<file path="config.mk">
export PLATFORM = sky130hd
export DESIGN_NAME = block_config_loader
export DESIGN_NICKNAME = d
export VERILOG_FILES = /design/src/rtl/block_config_loader.sv
export SDC_FILE = /design/constraint.sdc
export NUM_CORES = 1
export LEC_CHECK = 0
export CORE_MARGIN = 2
export CORE_UTILIZATION = 50
export DETAILED_ROUTE_END_ITERATION = 12
export HOLD_SLACK_MARGIN = 0.15
export PLACE_DENSITY = 0.92
export SETUP_SLACK_MARGIN = 0.2
export SLEW_MARGIN = 20
export SYNTH_ARGS = -nofsm -noshare
export SYNTH_HDL_FRONTEND = slang
export SYNTH_SLANG_ARGS = --single-unit
</file>
<file path="constraint.sdc">
create_clock -name cclk -period 3.23 [get_ports cclk]
set_input_delay 0.323 -clock cclk [delete_from_list [all_inputs] [get_ports cclk]]
set_output_delay 0.323 -clock cclk [all_outputs]
set_load 0.1 [all_outputs]
</file>
<file path="src/rtl/block_config_loader.sv">
`default_nettype none
// ============================================================================
// block_config_loader : packs a word stream into MEM_SIZE-bit config images
//                       and pulses a one-hot enable per block, in order.
// Revision 1.0
// ============================================================================
module block_config_loader #(
   parameter int NUM_BLOCKS = 4,
   parameter int MEM_SIZE   = 16,
   parameter int WORD_BITS  = 8
) (
   input  logic                  cclk,
   input  logic                  rst_n,
   input  logic                  start,
   input  logic                  abort,
   input  logic [WORD_BITS-1:0]  in_data,
   input  logic                  in_valid,
   output logic                  in_ready,
   output logic [MEM_SIZE-1:0]   config_out,
   output logic [NUM_BLOCKS-1:0] cen,
   output logic                  busy,
   output logic                  done
);

   localparam int WORDS_PER_BLOCK = MEM_SIZE / WORD_BITS;
   localparam int CNT_W = (WORDS_PER_BLOCK > 1) ? $clog2(WORDS_PER_BLOCK) : 1;
   localparam int IDX_W = (NUM_BLOCKS > 1) ? $clog2(NUM_BLOCKS) : 1;
   localparam logic [CNT_W-1:0] LAST_WORD  = CNT_W'(WORDS_PER_BLOCK - 1);
   localparam logic [IDX_W-1:0] LAST_BLOCK = IDX_W'(NUM_BLOCKS - 1);

   typedef enum logic [1:0] {
      IDLE   = 2'd0,
      SHIFT  = 2'd1,
      COMMIT = 2'd2,
      DONE   = 2'd3
   } state_t;

   state_t           state;
   logic [CNT_W-1:0] word_cnt;
   logic [IDX_W-1:0] block_idx;

   always_ff @(posedge cclk or negedge rst_n) begin
      if (!rst_n) begin
         state      <= IDLE;
         word_cnt   <= '0;
         block_idx  <= '0;
         config_out <= '0;
         cen        <= '0;
         in_ready   <= 1'b0;
         busy       <= 1'b0;
         done       <= 1'b0;
      end else begin
         // cen is a single-cycle pulse; only the last-word transfer raises it
         cen <= '0;
         if (abort) begin
            state     <= IDLE;
            word_cnt  <= '0;
            block_idx <= '0;
            in_ready  <= 1'b0;
            busy      <= 1'b0;
            done      <= 1'b0;
         end else begin
            case (state)
               IDLE, DONE: begin
                  if (start) begin
                     state     <= SHIFT;
                     word_cnt  <= '0;
                     block_idx <= '0;
                     in_ready  <= 1'b1;
                     busy      <= 1'b1;
                     done      <= 1'b0;
                  end
               end
               SHIFT: begin
                  if (in_valid && in_ready) begin
                     for (int k = 0; k < WORDS_PER_BLOCK; k++) begin
                        if (word_cnt == CNT_W'(k))
                           config_out[k*WORD_BITS +: WORD_BITS] <= in_data;
                     end
                     if (word_cnt == LAST_WORD) begin
                        state    <= COMMIT;
                        in_ready <= 1'b0;
                        for (int i = 0; i < NUM_BLOCKS; i++)
                           cen[i] <= (block_idx == IDX_W'(i));
                     end else begin
                        word_cnt <= word_cnt + 1'b1;
                     end
                  end
               end
               COMMIT: begin
                  if (block_idx == LAST_BLOCK) begin
                     state    <= DONE;
                     busy     <= 1'b0;
                     done     <= 1'b1;
                     in_ready <= 1'b0;
                  end else begin
                     state     <= SHIFT;
                     block_idx <= block_idx + 1'b1;
                     word_cnt  <= '0;
                     in_ready  <= 1'b1;
                  end
               end
               default: state <= IDLE;
            endcase
         end
      end
   end

endmodule
`default_nettype wire

</file>
**After elaboration in Yosys (flattened, before gate mapping)**

Cells that the tools add are included.

- Register bits after elaboration: 28
- Bits of input ports: 13
- Logic and storage cells: 67

- Eq/ne operators: 11
- Bitwise gates (word level): 2
- Add/subtract/negate cells: 2
- Reductions and logical operators: 11
- Mux-type cells: 32

Operator list:

| kind | count |
|---|---|
| two-way mux 2 bit | 8 |
| two-way mux 4 bit | 4 |
| != test 3 bit (second input constant) | 5 |
| two-way mux 1 bit | 14 |
| AND reduction 3 bit | 4 |
| == test 2 bit (second input constant) | 4 |
| AND reduction 4 bit | 2 |
| case mux 1 bit (3 select lines) | 2 |
| case mux 2 bit (3 select lines) | 1 |
| == test 2 x 1 -> 1 bit (second input constant) | 2 |
| zero test 2 bit | 2 |
| case mux 1 bit (2 select lines) | 2 |
| case mux 2 bit (2 select lines) | 1 |
| nonzero test 3 bit | 1 |
| adder 2 x 1 -> 2 bit (second input constant) | 1 |
| inverter 1 bit | 2 |
| OR reduction 2 bit | 1 |
| adder 1 bit (second input constant) | 1 |
| logical AND 1 bit | 1 |

**Depth between registers and ports, before layout**

Gate-level depths: netlist of run 1.

- Word-level depth: 5
- Mapped depth: 6
- Depth with buffers taken out: 5

**Worst setup path after synthesis of run 1**

OpenSTA, ideal clock, no wires.

- Path type: reg2reg
- Start: reg in_ready
- End: reg in_ready
- Required time: 3.104 ns
- Period minus slack after synthesis: 2.027 ns
- Arrival time: 1.902 ns
- Setup slack: 1.203 ns
- Cell stages (with the launch flop): 4
- Path through: dfrtp_1 -> nand2_1 -> a221oi_2 -> mux2_2

- Word-level cells in the longest chain between the ends: 3

RTL lines:

| item | line | text |
|---|---|---|
| start: declaration | 18 | `output logic in_ready,` |
| start signal: assignment | 49 | `in_ready <= 1'b0;` |
| start signal: assignment | 59 | `in_ready <= 1'b0;` |
| start signal: assignment | 69 | `in_ready <= 1'b1;` |
| logical AND 1 bit | 75 | `if (in_valid && in_ready) begin` |
| != test 3 bit (no line) | - |  |
| AND reduction 3 bit (no line) | - |  |

Every way passes these cells.
A chain may end at the register's enable or synchronous reset.

**Worst setup path in the final report of run 1**

- Start: reg in_ready
- End: out in_ready

No word-level cell between the ends.

==> results.txt, run 1 <==
----------------------------------------------------
[Run status]
  Outcome ... finished clean

[Clock network]
  Root Buffer ... sky130_fd_sc_hd__clkbuf_4
  Num Clock Sinks ... 28
  TritonCTS clock tree ... built
  H-tree depth ... 1
  Postcts setup bufs ... 0
  Number of buffers created by CTS ... 3
  Number of buffers on the longest clock path ... 2
  Clock edge transition at the registers on the reported setup and hold paths ... 140 ps
  Skew-Pair Late Insertion Delay ... 320 ps
  Post-cts gate resize count ... 0
  Hold_buf cts ... 0

[Final layout]
  Total inserted antenna cells ... 0
  Leading cell type in the layout, fill and taps excluded ... sky130_fd_sc_hd__clkdlybuf4s50_1
  Synthesis-to-finish area growth ... 27.52%
  Combined flip-flop and latch cell area ... 700.7 um2
  Count of nets after finishing ... 170
  Layout Cells excl Fill ... 178
  Share of layout cells above drive strength 1 ... 18.37%
  Highest-count cells in the layout ignoring fill and taps ... 35 x sky130_fd_sc_hd__clkdlybuf4s50_1, 28 x sky130_fd_sc_hd__dfrtp_1, 11 x sky130_fd_sc_hd__mux2_2
  Number of fill cells ... 210
  Area of combinational cells with multiple inputs ... 649.4 um2
  Layout Cell Area excl Fill ... 1803 um2

[Power and ir drop]
  Leakage ... 0.8304 nW
  Worst vdd ir ... 0.0009192 V
  Power density normalized to cell area ... 917.9 nW/um2

[Critical path]
  R2R Path Start ... state[0]
  Ordered list of cells on the worst path ... clkdlybuf4s50_1
  Delay of the slowest cell on the worst path ... 1160 ps
  Critical path depth ... 1
  Setup Crit Path Kind ... register to primary output
  Critical path destination ... in_ready
  Buffering stage count on the worst path with inverters included ... 1
  Data arrival time of the worst path ... 1900 ps
  Capture instance of the worst register-to-register path ... busy
  Crit path required time ... 2910 ps
  Top fanout value on the critical path ... 5
  Startpoint of the worst setup timing path ... in_ready
  CP max-delay cell ... sky130_fd_sc_hd__clkdlybuf4s50_1
  Startpoint type of the worst setup path ... register
  Setup crit end kind ... primary output
  R2r setup slk ... 1260 ps
  Path depth of the worst reg2reg path ... 5
  Top cell family by delay on the critical path ... buffers and inverters

[STA]
  Max-slew headroom at the worst pin ... 34.31%
  Setup violations, final ... 0
  Final hold violation count ... 0
  Sum of negative setup slack ... 0 ps
  Post-layout min period ... 2223 ps
  Maximum frequency from static timing analysis ... 0.4499 GHz
  Layout Skew ... 7.438 ps
  Final worst path period share ... 68.82%
  Slew Viols, Final ... 0
  Transition time at the pin with the least slew margin ... 982.3 ps
  RSZ-0062 raised after global routing ... no

[Synthesis]
  Post-Synthesis Cell Area ... 1414 um2
  Mapped Nets ... 133
  Sequential share of the synthesized area ... 49.56%
  Post-Synthesis Cells ... 112
  Distinct cell type count after synthesis ... 37
  Number of storage elements in the synthesis netlist ... 28
  Syn_area_per_cell ... 12.62 um2
  YS warnings ... 0

[Drt]
  Via count ... 986
  Remaining DRCs ... 0
  Router iterations before antenna repair ... 4
  Met2 wire length ... 1318 um
  Wire length the detailed router placed on met1 ... 1154 um
  DR WL/cell ... 14.61 um
  DR WL met3 ... 120 um
  Initial DRC count ... 20
  Per-cell via count in the routed design ... 5.539
  Post-DRT Antenna Nets ... 0
  Top sig layer ... met4
  Total Wirelength ... 2601 um

[GRT]
  Total global-route track usage ... 17.84%
  Vias in the first global route ... 967
  Wire length of the first global-routing pass ... 4574 um
  Maximum number of pins on one net before global-route repair ... 29
  GR Overflow Total ... 0
  Initial antenna violation count ... 0

[Flow run]
  Number of maximum-capacitance violations ... 0

[Floorplan]
  Floorplan core area ... 2710 um2
  Initial standard-cell utilization of the core ... 52.17%
  Chip width ... 57.18 um
  Rows ... 19
  Area of the die ... 3269 um2
  Boundary pin count ... 36
  Die span in y ... 57.18 um

[Placement]
  Number of input and output port buffers inserted ... 35
  Last weighted congestion value of the routability-driven placer ... 0.9122
  Cell count after placement ... 175
  Placed inst area ... 1780 um2
  Estimated wirelength of the detail-placed design ... 1939 um

[Worst hold path]
  Min-delay worst type ... input port to asynchronous set/reset pin

----------------------------------------------------
## per-layer routing
metal  vias up  track usage, %
met3         2           3.401
met5         -               0
met2        29           28.90
met1       487           24.74
li1        468               -
met4         0           4.983
## layout make-up
cell class / count / share of cell area [%]
inverter: 9 / 1.874
timing repair buffer: 36 / 19.85
clock buffer: 3 / 1.249
sequential: 28 / 38.86
multi-input combinational: 71 / 36.02
tap: 31 / 2.151
## flip-flops by register name, summed over array words and instances, names as in the netlist
name and cells:
cen 4, config_out 16, state 2, in_ready 1
word_cnt 1, block_idx 2, done 1, busy 1
## report_power, final
group | switching, mW | internal (mW)
combinational | 0.737 | 0.282
clock | 0.0944 | 0.0437
sequential | 0.0612 | 0.437
## through the flow
| stage | setup slack (ps) | total power [mW] | hold WS (ps) | utilization, % |
|---|---|---|---|---|
| 2_1_floorplan | 1203 | 1.291 | 27.41 | - |
| 3_3_place_gp | 1194 | 1.503 | 476.7 | 65.70 |
| 3_5_place_dp | 1133 | 1.526 | 490.1 | 65.70 |
| 4_1_cts | 989.4 | 1.667 | 360.6 | 66.53 |
| 5_1_grt | 949.4 | 1.726 | 369.8 | 66.53 |
| 6_report | 1007 | 1.655 | 358.7 | 66.53 |
## how the worst min path moves through the flow
| stage | startpoint | end | cells after the start |
|---|---|---|---|
| after floorplan | rst_n | block_idx[0] | 0 |
| after global placement | config_out[5] | config_out[5] | 1 |
| final | rst_n | config_out[11] | 2 |
| after CTS | rst_n | busy | 2 |
| after global routing | rst_n | config_out[11] | 2 |
| after detailed placement | config_out[5] | config_out[5] | 1 |
## Yosys cell counts (all sizes together)
cell | n | share of area [%]
mux2 | 18 | 16
and4b | 1 | 0.71
a311o | 1 | 0.71
mux2i | 1 | 0.71
nor3 | 3 | 1.9
dfrtp | 28 | 50
and2b | 1 | 0.71
buf | 2 | 1.6
ha | 8 | 7.1
nand2b | 2 | 1.4
nor2 | 4 | 1.1
and3 | 2 | 0.88
and2 | 1 | 0.44
a21boi | 1 | 0.53
nand3 | 4 | 2.3
o211ai | 2 | 1.1
nor2b | 3 | 1.3
or3 | 1 | 0.44
nand2 | 2 | 0.53
o22ai | 2 | 0.88
a221oi | 1 | 1.1
a21o | 1 | 0.53
a31oi | 2 | 0.88
a21oi | 3 | 1.1
or2b | 1 | 0.53
o21ai | 1 | 0.35
clkbuf | 2 | 0.53
nor3b | 2 | 1.1
inv | 9 | 2.4
o221a | 1 | 0.80
nor4 | 1 | 0.44
and3b | 1 | 0.62
## logic make-up (layout without fill, tap and decap cells)
family / Yosys count / in the layout / synth area share (%)
flops: 28 / 28 / 49.56
simple gates: 29 / 29 / 14.34
fa+ha+maj: 8 / 8 / 7.080
mux: 19 / 19 / 16.64
buf+inv: 13 / 48 / 4.513
compound gates: 15 / 15 / 7.875
Note: power is estimated with default switching activity, not from simulation.
==> run 2: changes to the inputs <==
CORE_UTILIZATION = 48   (was 50)
PLACE_DENSITY = 0.9   (was 0.92)
clock period = 2.2 ns   (was 3.23 ns; I/O delays follow)
==> results.txt, run 2 (same netlist as run 1, synthesis figures left out) <==
----------------------------------------------------
[Floorplan]
  Floorplan core area ... 2781 um2
  Initial standard-cell utilization of the core ... 50.83%
  Area of the die ... 3395 um2
  Die span in y ... 58.27 um
  Chip width ... 58.27 um
  Boundary pin count ... 36
  Rows ... 19

[Placement]
  Placement Setup Slack ... 243.1 ps
  Estimated wirelength of the detail-placed design ... 1963 um
  Number of input and output port buffers inserted ... 35
  Cell count after placement ... 177
  Last weighted congestion value of the routability-driven placer ... 0.8287

[Final layout]
  Synthesis-to-finish area growth ... 26.73%
  Total inserted antenna cells ... 0
  Top flop regs ... config_out x16, cen x4
  Share of layout cells above drive strength 1 ... 36.00%
  Layout Cells excl Fill ... 181
  Highest-count cells in the layout ignoring fill and taps ... 27 x sky130_fd_sc_hd__dfrtp_1, 26 x sky130_fd_sc_hd__buf_4, 12 x sky130_fd_sc_hd__clkdlybuf4s50_1
  Count of nets after finishing ... 172
  Most flop-heavy register ... config_out
  Largest register FFs ... 16
  Leading cell type in the layout, fill and taps excluded ... sky130_fd_sc_hd__dfrtp_1

[Worst hold path]
  Min-delay worst type ... input port to asynchronous set/reset pin

[Drt]
  Post-DRT Antenna Nets ... 0
  Initial DRC count ... 22
  Router iterations before antenna repair ... 4
  DR WL/cell ... 14.64 um
  Total Wirelength ... 2649 um
  Via count ... 969
  Remaining DRCs ... 0
  Per-cell via count in the routed design ... 5.354

[STA]
  Layout Skew ... 3.302 ps
  Final worst path period share ... 83.60%
  Sum of negative setup slack ... 0 ps
  Setup violations, final ... 0
  Maximum frequency from static timing analysis ... 0.5437 GHz
  RSZ-0062 raised after global routing ... no
  Max-slew headroom at the worst pin ... 72.56%
  Transition time at the pin with the least slew margin ... 410.3 ps
  Post-layout min period ... 1839 ps
  Final worst slack ... 360.8 ps
  Final hold violation count ... 0
  Slew Viols, Final ... 0

[Clock network]
  Number of buffers on the longest clock path ... 2
  Skew-Pair Late Insertion Delay ... 340 ps
  Hold_buf cts ... 0
  H-tree depth ... 1
  Root Buffer ... sky130_fd_sc_hd__clkbuf_4
  Post-cts gate resize count ... 0
  Number of buffers created by CTS ... 3
  Num Clock Sinks ... 28
  TritonCTS clock tree ... built
  Postcts setup bufs ... 0
  Clock edge transition at the registers on the reported setup and hold paths ... 150 ps

[Power and ir drop]
  Switching part of the total power ... 52.32%
  Power density normalized to cell area ... 1418 nW/um2
  Internal portion of total power ... 1.211 mW
  Seq pwr share ... 28.8%
  Logic pwr share ... 57.7%
  Proportion of power drawn by the clock network ... 13.5%
  Total power ... 2.541 mW
  Leakage ... 0.8921 nW
  Total net switching power ... 1.329 mW
  Worst vdd ir ... 0.001307 V

[Critical path]
  Ordered list of cells on the worst path ... inv_1, ha_1, nor2b_1, a221oi_2, mux2_2
  Path depth of the worst reg2reg path ... 5
  Startpoint type of the worst setup path ... register
  Data arrival time of the worst path ... 2080 ps
  Critical path depth ... 5
  Crit path required time ... 2440 ps
  Setup crit end kind ... register
  Delay of the slowest cell on the worst path ... 450 ps
  Top fanout value on the critical path ... 5
  R2R Path Start ... state[0]
  Buffering stage count on the worst path with inverters included ... 1
  Top cell family by delay on the critical path ... flip-flops
  CP max-delay cell ... sky130_fd_sc_hd__dfrtp_1
  Setup Crit Path Kind ... register to register
  Startpoint of the worst setup timing path ... state[0]

[Flow run]
  Number of maximum-capacitance violations ... 0

[GRT]
  Wire length of the first global-routing pass ... 4215 um
  Total global-route track usage ... 16.98%
  GR Overflow Total ... 0
  Vias in the first global route ... 881
  Initial antenna violation count ... 0
  Maximum number of pins on one net before global-route repair ... 29

[Run status]
  Outcome ... finished clean

----------------------------------------------------
[run 2: cell types whose count changed in the layout (fill, tap and decap cells not counted), sizes merged]
| cell | change |
|---|---|
| clkdlybuf4s50 | -23 |
| buf | +25 |
| bufinv | +1 |
[run 2: metrics by stage]
stage               utilization [%]  hold slack [ps]  cell area [um2]
floorplan                         -           -75.59             1415
global placement              62.53            475.9             1739
detailed placement            62.53            480.6             1739
CTS                           64.42            228.8             1792
global route                  64.42            244.1             1792
finish                        64.42            230.4             1792
[run 2: final timing paths]
| kind | endpoint | slack (ps) |
|---|---|---|
| max | in_ready | 360 |
| min | config_out[11] | 230 |
| max reg2reg | in_ready | 360 |
| min reg2reg | config_out[5] | 510 |
| max in group asynchronous | in_ready | 1690 |
| min in group cclk | config_out[11] | 510 |
[run 2: worst register-to-register path, cell delays in order, from the launching register on]
cell and delay, ps:
sky130_fd_sc_hd__dfrtp_1 450, sky130_fd_sc_hd__inv_1 90, sky130_fd_sc_hd__ha_1 350, sky130_fd_sc_hd__nor2b_1 190, sky130_fd_sc_hd__a221oi_2 290, sky130_fd_sc_hd__mux2_2 370
[run 2: metal layers]
layer	up-vias	GRT usage, %	routed length [um]
met4	0	7.973	44
met2	19	29.70	1369
li1	468	-	-
met5	-	0	0
met1	477	19.08	1133
met3	5	4.464	102
[run 2: power by group through the flow]
stage | registers, mW | clock network [mW] | logic (mW)
2_1_floorplan | 1.55 | 0 | 0.352
3_3_place_gp | 0.739 | 0 | 1.45
3_5_place_dp | 0.742 | 0 | 1.47
4_1_cts | 0.732 | 0.360 | 1.47
5_1_grt | 0.752 | 0.368 | 1.52
6_report | 0.732 | 0.344 | 1.47
[run 2: area by class of cell]
type / instances / area [um2]
tap: 31 / 38.79
timing repair buffer: 38 / 315.3
fill: 204 / 989.7
inverter: 9 / 33.78
clock buffer: 3 / 22.52
clock inverter: 1 / 30.03
multi-input combinational: 71 / 649.4
sequential: 28 / 701.9
==> run 3: changes to the inputs <==
clock period = 1.8 ns   (was 2.2 ns; I/O delays follow)
==> results.txt, run 3 (same netlist as run 1, synthesis figures left out) <==
----------------------------------------------------
[Drt]
  Per-cell via count in the routed design ... 5.258
  Via count ... 1020
  Total Wirelength ... 2938 um
  Initial DRC count ... 33
  Remaining DRCs ... 0
  DR WL/cell ... 15.14 um
  Post-DRT Antenna Nets ... 0
  Router iterations before antenna repair ... 4

[Power and ir drop]
  Leakage ... 0.9893 nW
  Power density normalized to cell area ... 1715 nW/um2
  Total power ... 3.434 mW
  Worst vdd ir ... 0.001993 V

[Critical path]
  R2r setup slk ... 150 ps
  Crit path required time ... 2030 ps
  Top fanout value on the critical path ... 3
  Setup Crit Path Kind ... register to register
  Setup crit end kind ... register
  Data arrival time of the worst path ... 1870 ps
  Startpoint type of the worst setup path ... register

[Final layout]
  Count of nets after finishing ... 185
  Number of fill cells ... 175
  Layout Cell Area excl Fill ... 2002 um2
  Area of combinational cells with multiple inputs ... 745.7 um2
  Combined flip-flop and latch cell area ... 705.7 um2
  Final core area utilization ... 71.97%
  Synthesis-to-finish area growth ... 41.59%
  Leading cell type in the layout, fill and taps excluded ... sky130_fd_sc_hd__buf_4
  Largest register FFs ... 16
  Layout Cells excl Fill ... 194
  Most flop-heavy register ... config_out
  Highest-count cells in the layout ignoring fill and taps ... 38 x sky130_fd_sc_hd__buf_4, 26 x sky130_fd_sc_hd__dfrtp_1, 15 x sky130_fd_sc_hd__mux2_4
  Total inserted antenna cells ... 0
  Top flop regs ... config_out x16, cen x4
  Share of layout cells above drive strength 1 ... 46.63%

[STA]
  Post-layout min period ... 1646 ps
  Transition time at the pin with the least slew margin ... 395.4 ps
  Layout Skew ... 10.58 ps
  Final worst slack ... 154.4 ps
  Worst slack on hold paths ... 206.7 ps
  Sum of negative setup slack ... 0 ps
  Final worst path period share ... 91.42%
  Max-slew headroom at the worst pin ... 73.59%
  Maximum frequency from static timing analysis ... 0.6077 GHz
  Setup violations, final ... 0
  Final hold violation count ... 0
  RSZ-0062 raised after global routing ... yes
  Slew Viols, Final ... 0

[Placement]
  Cell count after placement ... 178
  Estimated wirelength of the detail-placed design ... 1992 um
  Number of input and output port buffers inserted ... 35
  Placement Setup Slack ... -5.034 ps
  Last weighted congestion value of the routability-driven placer ... 0.9489
  Placed inst area ... 1799 um2

[Floorplan]
  Area of the die ... 3395 um2
  Initial standard-cell utilization of the core ... 50.83%
  Floorplan core area ... 2781 um2
  Rows ... 19
  Die span in y ... 58.27 um
  Boundary pin count ... 36
  Chip width ... 58.27 um

[GRT]
  GR Overflow Total ... 0
  Maximum number of pins on one net before global-route repair ... 29
  Total global-route track usage ... 17.85%
  Initial antenna violation count ... 0
  Vias in the first global route ... 1053
  Wire length of the first global-routing pass ... 4685 um

[Clock network]
  Num Clock Sinks ... 28
  Clock edge transition at the registers on the reported setup and hold paths ... 150 ps
  Number of buffers created by CTS ... 3
  Root Buffer ... sky130_fd_sc_hd__clkbuf_4
  TritonCTS clock tree ... built
  H-tree depth ... 1
  Skew-Pair Late Insertion Delay ... 320 ps
  Hold_buf cts ... 0
  Number of buffers on the longest clock path ... 2

[Run status]
  Outcome ... finished clean

[Worst hold path]
  Min-delay worst type ... input port to asynchronous set/reset pin

[Flow run]
  Number of maximum-capacitance violations ... 0

----------------------------------------------------
run 3: timing repair:
| item | CTS | global route |
|---|---|---|
| resized for setup | 5 | 9 |
| endpoints found under the hold margin | 0 | 0 |
| buffers inserted | 10 | 2 |
| endpoints found under the setup margin | 21 | 18 |
| pin swaps | 5 | 4 |
| cloned | 0 | 0 |
run 3: worst max-delay path, cell delays in order, from the launching register on:
cell	delay, ps
sky130_fd_sc_hd__dfrtp_2	470
sky130_fd_sc_hd__inv_2	100
sky130_fd_sc_hd__ha_4	220
sky130_fd_sc_hd__nor2b_4	150
sky130_fd_sc_hd__a221oi_4	280
sky130_fd_sc_hd__mux2_4	330
run 3: routing by layer:
metal	global-route usage, %	part of all wire (%)	vias up
met5	0	0	-
met4	4.983	0.54	0
met1	20.75	44	490
met3	4.018	6.3	2
li1	-	-	493
met2	32.58	49	35
run 3: cell type report:
| type | instances | area share [%] |
|---|---|---|
| clock inverter | 1 | 1.500 |
| inverter | 9 | 1.688 |
| tap | 31 | 1.938 |
| timing repair buffer | 51 | 21.25 |
| clock buffer | 3 | 1.125 |
| multi-input combinational | 71 | 37.25 |
| sequential | 28 | 35.25 |
run 3: path summary, 6_finish.rpt:
check                                     from             end  cells after the start
worst max-delay path                  state[0]        state[1]                      5
worst min-delay path                     rst_n   config_out[7]                      2
worst max register to register        state[0]        state[1]                      5
worst min register to register  config_out[11]  config_out[11]                      1
max in group asynchronous                rst_n        in_ready                      2
min in group cclk                   in_data[4]   config_out[4]                      2
run 3: power by group:
part / total, mW / switching [mW] / leakage, nW / internal (mW)
logic: 2.12 / 1.41 / 0.590 / 0.709
registers: 0.910 / 0.118 / 0.372 / 0.793
clock network: 0.402 / 0.177 / 0.0279 / 0.225
